`src/rtl/wb_seq_ctrl.sv`:
```
// Load/store/writeback sequencer: IDLE -> (MEM) -> WB, with req/ready memory handshake.
// Optional memory-timeout abort is compiled in with `define WB_TIMEOUT_EN.
module wb_seq_ctrl #(
    parameter int DW             = 32,
    parameter int AW             = 5,
    parameter int TIMEOUT_CYCLES = 16
) (
    input  logic          clk,
    input  logic          rst_n,
    input  logic          instr_valid,
    output logic          instr_ready,
    input  logic          is_load,
    input  logic          is_store,
    input  logic [AW-1:0] rd,
    input  logic [DW-1:0] alu_result,
    input  logic [DW-1:0] store_data,
    output logic          mem_req,
    output logic          mem_we,
    output logic [DW-1:0] mem_addr,
    output logic [DW-1:0] mem_wdata,
    input  logic          mem_ready,
    input  logic [DW-1:0] mem_rdata,
    output logic [DW-1:0] alu_q,
    output logic [DW-1:0] mem_q,
    output logic          wb_sel,
    output logic          rf_we,
    output logic [AW-1:0] rf_waddr,
    output logic          instr_done,
    output logic          err
);

    // state  | meaning
    // S_IDLE | waiting for an instruction, instr_ready high
    // S_MEM  | memory request outstanding until mem_ready (or timeout)
    // S_WB   | single writeback cycle, instr_done pulse
    localparam logic [1:0] S_IDLE = 2'd0;
    localparam logic [1:0] S_MEM  = 2'd1;
    localparam logic [1:0] S_WB   = 2'd2;

    logic [1:0]    state_q, state_d;
    logic [AW-1:0] waddr_q, waddr_d;
    logic [DW-1:0] addr_q, addr_d;
    logic [DW-1:0] wdata_q, wdata_d;
    logic [DW-1:0] mdata_q, mdata_d;
    logic          load_q, load_d;
    logic          store_q, store_d;
    logic          sel_q, sel_d;
    logic          accept;

`ifdef WB_TIMEOUT_EN
    logic [7:0] cnt_q, cnt_d;
    logic       tout_q, tout_d;
`endif

    assign accept = instr_valid && (state_q == S_IDLE);

    always_comb begin
        state_d = state_q;
        waddr_d = waddr_q;
        addr_d  = addr_q;
        wdata_d = wdata_q;
        mdata_d = mdata_q;
        load_d  = load_q;
        store_d = store_q;
        sel_d   = sel_q;
`ifdef WB_TIMEOUT_EN
        cnt_d   = cnt_q;
        tout_d  = tout_q;
`endif
        case (state_q)
            S_IDLE: begin
                if (accept) begin
                    waddr_d = rd;
                    addr_d  = alu_result;
                    wdata_d = store_data;
                    load_d  = is_load;
                    store_d = is_store && !is_load;
`ifdef WB_TIMEOUT_EN
                    cnt_d   = 8'd0;
                    tout_d  = 1'b0;
`endif
                    if (is_load || is_store) begin
                        state_d = S_MEM;
                    end else begin
                        state_d = S_WB;
                        sel_d   = 1'b0;
                    end
                end
            end
            S_MEM: begin
                if (mem_ready) begin
                    state_d = S_WB;
                    sel_d   = load_q;
                    if (load_q) mdata_d = mem_rdata;
                end
`ifdef WB_TIMEOUT_EN
                else if (cnt_q == 8'(TIMEOUT_CYCLES - 1)) begin
                    state_d = S_WB;
                    sel_d   = load_q;
                    tout_d  = 1'b1;
                end else begin
                    cnt_d = cnt_q + 8'd1;
                end
`endif
            end
            S_WB:    state_d = S_IDLE;
            default: state_d = S_IDLE;
        endcase
    end

    always_ff @(posedge clk or negedge rst_n) begin
        if (!rst_n) begin
            state_q <= S_IDLE;
            waddr_q <= '0;
            addr_q  <= '0;
            wdata_q <= '0;
            mdata_q <= '0;
            load_q  <= 1'b0;
            store_q <= 1'b0;
            sel_q   <= 1'b0;
        end else begin
            state_q <= state_d;
            waddr_q <= waddr_d;
            addr_q  <= addr_d;
            wdata_q <= wdata_d;
            mdata_q <= mdata_d;
            load_q  <= load_d;
            store_q <= store_d;
            sel_q   <= sel_d;
        end
    end

`ifdef WB_TIMEOUT_EN
    always_ff @(posedge clk or negedge rst_n) begin
        if (!rst_n) begin
            cnt_q  <= 8'd0;
            tout_q <= 1'b0;
        end else begin
            cnt_q  <= cnt_d;
            tout_q <= tout_d;
        end
    end
    assign err = (state_q == S_WB) && tout_q;
`else
    assign err = 1'b0;
`endif

    // Outputs decode straight from state so reset removes mem_req without a clock.
    assign instr_ready = (state_q == S_IDLE);
    assign mem_req     = (state_q == S_MEM);
    assign mem_we      = (state_q == S_MEM) && store_q;
    assign mem_addr    = addr_q;
    assign mem_wdata   = wdata_q;
    assign alu_q       = addr_q;
    assign mem_q       = mdata_q;
    assign wb_sel      = sel_q;
    assign rf_waddr    = waddr_q;
    assign instr_done  = (state_q == S_WB);
    assign rf_we       = (state_q == S_WB) && !store_q && !err && (waddr_q != '0);

endmodule

```
`config.mk`:
```
export PLATFORM = sky130hd
export DESIGN_NAME = wb_seq_ctrl
export DESIGN_NICKNAME = d
export VERILOG_FILES = /design/src/rtl/wb_seq_ctrl.sv
export SDC_FILE = /design/constraint.sdc
export NUM_CORES = 1
export LEC_CHECK = 0
export CORE_ASPECT_RATIO = 1.5
export CORE_UTILIZATION = 30
export CTS_BUF_LIST = sky130_fd_sc_hd__clkbuf_8
export DETAILED_ROUTE_END_ITERATION = 16
export GPL_ROUTABILITY_DRIVEN = 0
export PLACE_DENSITY = 0.65
export SYNTH_ARGS = -nofsm -noshare
export SYNTH_HDL_FRONTEND = slang
export SYNTH_SLANG_ARGS = --single-unit
```
`constraint.sdc`:
```
create_clock -name clk -period 2.1 [get_ports clk]
set_input_delay 0.21 -clock clk [delete_from_list [all_inputs] [get_ports clk]]
set_output_delay 0.21 -clock clk [all_outputs]
set_load 0.02 [all_outputs]
```
==> summary.txt <==
Outcome
  • Status: finished, final reports clean

Timing
  • Final Max Slew Viols: 0
  • Final setup viols: 0
  • Period minus WS final: 2000 ps
  • Final Worst Setup Slack: 103 ps
  • RSZ-0062 raised after global routing: false
  • Fmax: 501 MHz
  • Total Neg Setup Slack: 0 ps
  • Final clock skew: just under 10 ps
  • Period utilisation layout: 0.951
  • Final hold vios: 0

Floorplanning
  • Initial Utilization: 0.310
  • Full die area: between 15000 and 20000 µm²
  • Core ar.: between 10000 and 15000 µm²
  • Chip width: around 100 µm
  • # IOs: 247
  • Row cnt: 53
  • Die H: about 150 µm

Clocking
  • Max clock buf depth: 2
  • CTS sink cnt: 106
  • Clock tree from TritonCTS: built
  • Worst-Skew Late Latency: ~350 ps
  • Inserted Clock Buffers: 9
  • H-Tree Depth: 3
  • Root buf cell: clkbuf_8
  • Clk pin slew, worst setup/hold paths: 100 ps

Setup path
  • CP Max Fanout: 3
  • Crit path DAT: roughly 1800 ps
  • Critical Path Max Stage Delay: 510 ps
  • CP Launch Type: register
  • CP Cell Sequence: or4_1, o211a_1, clkdlybuf4s15_1
  • Crit. End Element: primary output
  • Critical path's slowest cell: or4_1
  • CP Class: register to primary output
  • Required time worst endpoint: 1890 ps

Detailed routing
  • Via-to-Cell Ratio: 4.27
  • WL final: 10.7 mm
  • DRC Markers: 0
  • Drt first-iter violations: 42
  • ANT nets after route: 0
  • M1 WL: 3.75 mm
  • Via count: 2938
  • Drt first pass iters: 4
  • Met2 wire length: about 6 mm
  • Top sig layer: met4
  • Avg WL per Cell: 15.5 µm
  • DR WL met3: roughly 760 µm

Logic synthesis
  • Synthesized area: around 4400 µm²
  • Unique masters post-synth: 20
  • Sequential fraction of the synthesis area: 0.606
  • Leading area contributor after synthesis: dfrtp_1
  • Syn_nets: 379
  • Area contributors post-synth: dfrtp_1 61%, mux2_2 19%, mux2_4 9.9%
  • Gate Count Post-Synth: about 270
  • #FFs+latches synth: approximately 110
  • Synth Area per Inst: about 16 µm²
  • Yosys synthesis warning count: 0
  • Yosys top cell area share: 0.606

Pwr
  • Pwr/cell area: around 1400 nW/µm²
  • Worst vdd ir: 622 µV
  • Overall power: 9.73 mW
  • Leakage power total: 2.96 nW

Global route
  • Grt ovf: 0
  • Vias in the first global route: 3163
  • Largest net degree at the start of global routing: 59
  • Tot GR Track Use: 0.143
  • Initial antenna violation count: 0
  • First-pass GRT wire length: 16.5 mm

Place
  • Placed cells: between 600 and 700
  • Setup WS pre-CTS: 242 ps
  • IO Port Bufs: roughly 250
  • Post-DP HPWL: roughly 8.2 mm

Layout
  • Register area: about 2700 µm²
  • Area of the multi-input gates: 1380 µm²
  • ANT cells: 0
  • Fillcell total: about 1300
  • Nets: ~600
  • Area grow syn2layout: 59.7%
  • Non-filler cells, final: 688
  • Layout cell share with drive strength beyond 1: 0.252

Hold path
  • Hold/Removal Path Class: input port to asynchronous set/reset pin

Job
  • MaxCap Viol Count: 0
logic make-up after synthesis:
kind of cell           synth area share
buffers and inverters            0.0800
other                          0.000857
AND/OR/NAND/NOR                  0.0177
multiplexers                      0.287
flip-flops                        0.606
AO/OA/AOI/OAI                   0.00800
layout by cell type, fill, tap and decap left out:
| master | count |
|---|---|
| o211a_1 | 1 |
| nor2b_1 | 1 |
| clkbuf_8 | 9 |
| or4_1 | 1 |
| clkinv_4 | 1 |
| dlygate4sd3_1 | 1 |
| conb_1 | 1 |
| clkdlybuf4s15_1 | 1 |
| dlymetal6s2s_1 | 1 |
| and2b_4 | 1 |
| dfrtp_1 | 106 |
| nor2_1 | 2 |
| clkinv_2 | 1 |
| or4b_1 | 1 |
| mux2_4 | 29 |
| buf_12 | 3 |
| nand2_1 | 1 |
| o21ai_0 | 4 |
| nand3b_1 | 1 |
| nor3b_2 | 1 |
| mux2_2 | 73 |
| clkinvlp_4 | 2 |
| clkdlybuf4s50_1 | 242 |
| buf_4 | 4 |
| a21oi_1 | 1 |
| inv_1 | 6 |
| nand3_4 | 1 |
power by group:
group / switching [mW] / internal (mW) / leakage (nW)
Sequential: 0.522 / 2.89 / 1.25
Clock: 0.674 / 0.420 / 0.0890
Combinational: 2.33 / 2.89 / 1.62
critical path, delay by kind of cell, from the launching register on:
family | cells | cell delay [ps]
AO/OA/AOI/OAI | 1 | 220
buffers and inverters | 1 | 280
AND/OR/NAND/NOR | 1 | 510
flip-flops | 1 | 420
sequential cells by signal (all words and copies together) (netlist names):
name / flops
state_q: 2
alu_q: 32
rf_waddr: 5
wb_sel: 1
load_q: 1
mem_wdata: 32
mem_q: 32
store_q: 1
per-layer routing:
| layer | track usage | vias up |
|---|---|---|
| li1 | - | 1342 |
| met1 | 0.152 | 1459 |
| met2 | 0.271 | 130 |
| met3 | 0.0378 | 7 |
| met4 | 0.0428 | 0 |
| met5 | 0 | - |
per-stage QoR:
step / hold slack (ps) / area, µm² / util
floorplan: -85.6 / 4380 / -
global placement: 189 / 6820 / 0.483
detailed placement: 191 / 6820 / 0.483
CTS: 326 / 6990 / 0.495
global route: 364 / 6990 / 0.495
finish: 333 / 6990 / 0.495
repair_timing:
action | CTS | global route
endpoints found under the setup margin | 1 | 2
hold buffers | 1 | 0
gates cloned | 0 | 0
hold endpoints to repair | 31 | 0
setup buffers | 0 | 0
gates resized for setup | 1 | 2
cell usage after synthesis, drive strengths merged:
library cell,instances
dfrtp,106
mux2,102
buf,44
o21ai,4
inv,3
nor2,2
a21oi,1
and2b,1
conb,1
nand2,1
nand3,1
nand3b,1
nor2b,1
nor3b,1
o211a,1
or4,1
or4b,1
final timing paths:
path / startpoint / endpoint / slack, ps / cells past startpoint
max in group asynchronous: rst_n / mem_wdata[18] / 1140 / 3
min: rst_n / alu_q[8] / 330 / 2
max reg2reg: state_q[0] / mem_wdata[24] / 500 / 3
min in group clk: mem_rdata[10] / mem_q[10] / 460 / 2
max: rf_waddr[3] / rf_we / 100 / 3
min reg2reg: mem_wdata[23] / mem_wdata[23] / 510 / 1
final cells by class:
cell class,count,area share
clock buffers,9,0.0177
clock inverters,7,0.00573
inverters,3,0.00161
multi-input cells,119,0.197
flip-flops and latches,106,0.379
well taps,192,0.0344
repair buffers,252,0.364
(Power assumes the default switching activity.)
